`src/rtl/issue_queue.sv`:
```
// issue_queue: in-order issue buffer with a register scoreboard.
// Holds up to Depth decoded instructions and issues the head to its
// target functional unit once that unit is ready and the head has no
// RAW hazard (sources busy) or WAW hazard (destination busy).
// Writeback clears busy bits; flush empties queue and scoreboard.
//
// Ports:
//   clock, reset          clock, synchronous active-high reset
//   flush                 drop all entries and pending bits
//   in_valid/in_ready     decode handshake (in_ready = !full)
//   in_rs1/in_rs2/in_rd   register operands, in_we = writes in_rd
//   in_fu, in_payload     target unit index, opaque payload
//   fu_ready              per-unit ready (combinational)
//   issue_valid           registered one-hot issue pulse
//   issue_rd/payload      registered head fields
//   wb_valid, wb_rd       writeback clearing a busy bit
//   count                 occupancy
//   stall_cycles          saturating head-blocked cycle count
module issue_queue #(
  parameter int Depth    = 4,
  parameter int NumRegs  = 32,
  parameter int NumFu    = 5,
  parameter int PayloadW = 64,
  localparam int RegW    = $clog2(NumRegs),
  localparam int FuW     = (NumFu > 1) ? $clog2(NumFu) : 1,
  localparam int CntW    = $clog2(Depth) + 1
) (
  input  logic                clock,
  input  logic                reset,
  input  logic                flush,
  input  logic                in_valid,
  output logic                in_ready,
  input  logic [RegW-1:0]     in_rs1,
  input  logic [RegW-1:0]     in_rs2,
  input  logic [RegW-1:0]     in_rd,
  input  logic                in_we,
  input  logic [FuW-1:0]      in_fu,
  input  logic [PayloadW-1:0] in_payload,
  input  logic [NumFu-1:0]    fu_ready,
  output logic [NumFu-1:0]    issue_valid,
  output logic [RegW-1:0]     issue_rd,
  output logic [PayloadW-1:0] issue_payload,
  input  logic                wb_valid,
  input  logic [RegW-1:0]     wb_rd,
  output logic [CntW-1:0]     count,
  output logic [15:0]         stall_cycles
);

  localparam int AW = $clog2(Depth);
  // x0 is never tracked as busy
  localparam logic [NumRegs-1:0] X0_CLR = ~(NumRegs'(1));

  typedef struct packed {
    logic [RegW-1:0]     rs1;
    logic [RegW-1:0]     rs2;
    logic [RegW-1:0]     rd;
    logic                we;
    logic [FuW-1:0]      fu;
    logic [PayloadW-1:0] payload;
  } entry_t;

  entry_t              mem [Depth];
  entry_t              head;
  logic [CntW-1:0]     rd_ptr, wr_ptr;
  logic [NumRegs-1:0]  busy, wb_mask, eb, busy_set;
  logic [NumFu-1:0]    fu_sel;
  logic                empty, full, fu_ok, fire, enq;

  assign empty    = (rd_ptr == wr_ptr);
  assign full     = (rd_ptr[AW] != wr_ptr[AW]) && (rd_ptr[AW-1:0] == wr_ptr[AW-1:0]);
  assign in_ready = !full;
  assign count    = wr_ptr - rd_ptr;
  assign head     = mem[rd_ptr[AW-1:0]];
  assign enq      = in_valid && !full;

  // Writeback in the same cycle counts as already free (bypass).
  always_comb begin
    wb_mask = '0;
    for (int i = 0; i < NumRegs; i++)
      wb_mask[i] = wb_valid && (wb_rd == RegW'(i));
  end
  assign eb = busy & ~wb_mask;

  always_comb begin
    fu_sel = '0;
    for (int i = 0; i < NumFu; i++)
      fu_sel[i] = (head.fu == FuW'(i));
  end
  assign fu_ok = |(fu_sel & fu_ready);

  assign fire = !empty && !flush && fu_ok && !eb[head.rs1] && !eb[head.rs2]
                && !(head.we && eb[head.rd]);

  always_comb begin
    busy_set = '0;
    if (fire && head.we && (head.rd != '0))
      busy_set[head.rd] = 1'b1;
  end

  // Storage carries no reset; only slots between the pointers are read.
  always_ff @(posedge clock) begin
    if (!reset && !flush && enq)
      mem[wr_ptr[AW-1:0]] <= '{rs1: in_rs1, rs2: in_rs2, rd: in_rd, we: in_we,
                               fu: in_fu, payload: in_payload};
  end

  always_ff @(posedge clock) begin
    if (reset) begin
      rd_ptr        <= '0;
      wr_ptr        <= '0;
      busy          <= '0;
      issue_valid   <= '0;
      issue_rd      <= '0;
      issue_payload <= '0;
      stall_cycles  <= '0;
    end else if (flush) begin
      rd_ptr      <= wr_ptr;
      busy        <= '0;
      issue_valid <= '0;
    end else begin
      if (enq) wr_ptr <= wr_ptr + CntW'(1);
      if (fire) begin
        rd_ptr        <= rd_ptr + CntW'(1);
        issue_valid   <= fu_sel;
        issue_rd      <= head.rd;
        issue_payload <= head.payload;
      end else begin
        issue_valid <= '0;
      end
      // set from fire takes priority over a same-register writeback clear
      busy <= ((busy & ~wb_mask) | busy_set) & X0_CLR;
      if (!empty && !fire && (stall_cycles != 16'hFFFF))
        stall_cycles <= stall_cycles + 16'd1;
    end
  end

endmodule

```
`config.mk`:
```
export PLATFORM = sky130hd
export DESIGN_NAME = issue_queue
export DESIGN_NICKNAME = d
export VERILOG_FILES = /design/src/rtl/issue_queue.sv
export SDC_FILE = /design/constraint.sdc
export NUM_CORES = 1
export LEC_CHECK = 0
export ABC_AREA = 1
export CAP_MARGIN = 0
export CORE_ASPECT_RATIO = 1.25
export CORE_MARGIN = 4
export CORE_UTILIZATION = 59
export CTS_BUF_LIST = sky130_fd_sc_hd__clkbuf_2 sky130_fd_sc_hd__clkbuf_4 sky130_fd_sc_hd__clkbuf_8
export CTS_CLUSTER_SIZE = 8
export DETAILED_ROUTE_END_ITERATION = 12
export GPL_ROUTABILITY_DRIVEN = 0
export GPL_TIMING_DRIVEN = 0
export MAX_ROUTING_LAYER = met4
export PLACE_DENSITY_LB_ADDON = 0.3
export SLEW_MARGIN = 20
export SYNTH_ARGS = -nofsm -noshare
export SYNTH_HDL_FRONTEND = slang
export SYNTH_SLANG_ARGS = --single-unit
```
`constraint.sdc`:
```
create_clock -name clock -period 7.5 [get_ports clock]
set_clock_uncertainty 0.2 [all_clocks]
set_input_delay 1.5 -clock clock [delete_from_list [all_inputs] [get_ports clock]]
set_output_delay 1.5 -clock clock [all_outputs]
set_load 0.01 [all_outputs]
```
==> run_results.csv <==
group,metric,value,unit
clock_tree,tritoncts_clock_tree,"built",
clock_tree,ctsResizeCount,0,
finish,layoutNonFillerInstCount,2528,
finish,num-nets-final,2166,
yosys,post_synth.cell_area_avg,10.6,µm²
global_route,antenna_found_initial,3,
clock_tree,cts_made_buffers,69,
critical_path,critPathMaxFanout,10,
critical_path,worst_setup_path_start_kind,"input port",
sta,finalSetupViolCount,0,
clock_tree,clockRootBuffer,"clkbuf_8",
yosys,mappedNetlistNets,1891,
detailed_routing,wl_per_cell,19.7,µm
yosys,synth.yosys.seq_area_share,66.3,%
detailed_routing,ant_nets,0,
yosys,postSynth.asyncResetShare,0,%
yosys,synth_enable_flop_cells,332,
critical_path,cp.arrival,4710,ps
clock_tree,cts_setup_buffers,0,
die,die_w,168,µm
yosys,synth.yosys.warnings,0,
die,initial_core_util,59.7,%
sta,max_freq,0.228,GHz
outcome,status,"finished, final reports clean",
critical_path,setup.worst_path.class,"input port to register",
sta,timing.max_slew.rel_slack,47.1,%
critical_path,critPathRequiredTime,7820,ps
power,worst_ir_drop_vdd,0.167,mV
finish,drive_above_1_share,10.0,%
die,ioPinCount,192,
critical_path,reg2regPathDepth,15,
sta,period_needed,4390,ps
power,static-leakage-power,8.48,nW
clock_tree,clkLatencyLatePin,620,ps
critical_path,reg2reg_slack,3730,ps
clock_tree,hold_buffers,0,
detailed_routing,route.final.wire_length,49800,µm
detailed_routing,avgViaCountPerCell,5.83,
clock_tree,cts_htree_levels,3,
power,fin_total_pwr,5.43,mW
yosys,cell_area_after_synthesis,18900,µm²
global_route,track_usage,28.8,%
finish,num-fill-cells,2220,
power,power.density,235,nW/µm²
placement,numPortBuffers,190,
finish,multi_input_area,5670,µm²
clock_tree,cts.sink_count,461,
detailed_routing,drt_first_pass_iters,6,
sta,report.final.slew_viol_count,0,
placement,dpl.cell_count,2400,
sta,layout_worst_path_cycle_share,58.5,%
global_route,globalRouteOverflowTotal,0,
finish,mostFrequentLayoutCells,"nand2_1, edfxtp_1, nand3_1",
placement,hpwl,34000,µm
yosys,syn-instance-count,1784,
critical_path,worst_setup_path_end_kind,"register",
die,core_area,31700,µm²
clock_tree,clockBufferDepth,3,
yosys,postSynth.topFlopCell,"edfxtp_1",
yosys,yosys_register_bits,461,
worst_hold_path,timing.hold.worst_path_depth,2,
worst_hold_path,hp-class,"register to register",
finish,sequential_cell_area,12600,µm²
global_route,grt_first_pass_wirelength,77700,µm
flow_run,max_cap_viol_count,0,
finish,post_route_design_area,23100,µm²
detailed_routing,dr_total_vias,14700,
finish,layout-area-overhead-vs-synth,22.1,%
yosys,synth_cell_type_count,40,
die,die_area,35000,µm²
die,placement_row_count,73,
placement,dpl-instance-area,21700,µm²
clock_tree,clk_transition_reported_paths,60,ps
global_route,vias_in_the_first_global_route,14700,
sta,hold_viol_final,0,
finish,layout.cells.most_common,"nand2_1",
sta,max_slew.worst_pin.slew,794,ps
detailed_routing,drt_iter0_drc,1412,
die,die_y,208,µm
sta,grt_setup_unrepaired,"no",
detailed_routing,post_detailed_route_drc_marker_count,0,
global_route,grt_start_max_net_pins,24,
routing by layer:
layer  part of all wire, %  track usage [%]  vias to the layer above
met5                     0                -                        -
li1                      -                -                     6846
met2                    51             49.6                      704
met3                   8.1             6.06                      134
met4                   3.4             11.2                        0
met1                    37             32.9                     7049
logic make-up after synthesis:
family,share of synthesized area (%)
AND/OR/NAND/NOR,18.8
flip-flops,66.3
AO/OA/AOI/OAI,9.58
buffers and inverters,3.82
XOR/XNOR,0.787
adder cells (fa/ha/maj),0.635
registers in the layout, indices dropped and copies added (netlist names), named ones only:
signal	count
rd_ptr	3
issue_payload	64
stall_cycles	16
wr_ptr	3
busy	31
mem	332
issue_valid	5
issue_rd	5
synth_stat cells, drive strengths merged (9+ instances only):
library cell	instances	area, µm²
buf	48	268
nand3	227	1160
dfxtp	129	2580
xor2	10	87.6
edfxtp	332	9970
inv	64	240
nor2	96	370
nand4	9	56.3
a21oi	122	611
a32o	64	641
clkbuf	56	210
o21ai	89	468
nand2	493	1860
worst paths after layout:
kind / startpoint / to
setup reg to reg: register / issue_payload[25]$_SDFFE_PP0P_
setup / recovery: wb_valid / issue_payload[25]$_SDFFE_PP0P_
hold reg to reg: issue_payload[41]$_SDFFE_PP0P_ / issue_payload[41]$_SDFFE_PP0P_
hold / removal: issue_payload[41]$_SDFFE_PP0P_ / issue_payload[41]$_SDFFE_PP0P_
per-stage QoR:
stage                     setup TNS [ps]  hold WS [ps]  utilization [%]  setup slack [ps]
after floorplan                        0           266                -              1120
after global placement           -748440           266             67.3             -2340
after detailed placement               0           275             68.4              2570
after CTS                              0           287             72.8              3180
after global routing                   0           301             72.9              2850
final                                  0           284             72.9              3110
critical path, stage by stage:
cell and delay (ps):
clkdlybuf4s50_1 480, inv_1 40, nor2_1 280, buf_2 280
nand3_1 100, nand2_1 180, nand2_1 80, nand3_1 90
nand3_1 110, nand3_1 100, nand2_1 80, nand2_1 100
nand3_2 150, nor2_4 250, nand2_2 260, clkbuf_1 350
o21ai_0 270
power by group:
| part | internal (mW) | switching [mW] | total (mW) | leakage, nW |
|---|---|---|---|---|
| clock network | 1.14 | 0.932 | 2.07 | 0.755 |
| registers | 2.77 | 0.0170 | 2.79 | 4.04 |
| logic | 0.207 | 0.365 | 0.572 | 3.69 |
area by class of cell:
class | count | share of cell area [%]
Multi-Input combinational cell | 1154 | 24.6
Clock inverter | 9 | 0.412
Timing Repair Buffer | 204 | 9.61
Clock buffer | 116 | 5.67
Inverter | 65 | 1.06
Antenna cell | 3 | 0.0325
Buffer | 104 | 2.07
Tap cell | 412 | 2.23
Sequential cell | 461 | 54.4
(Power assumes the default switching activity.)
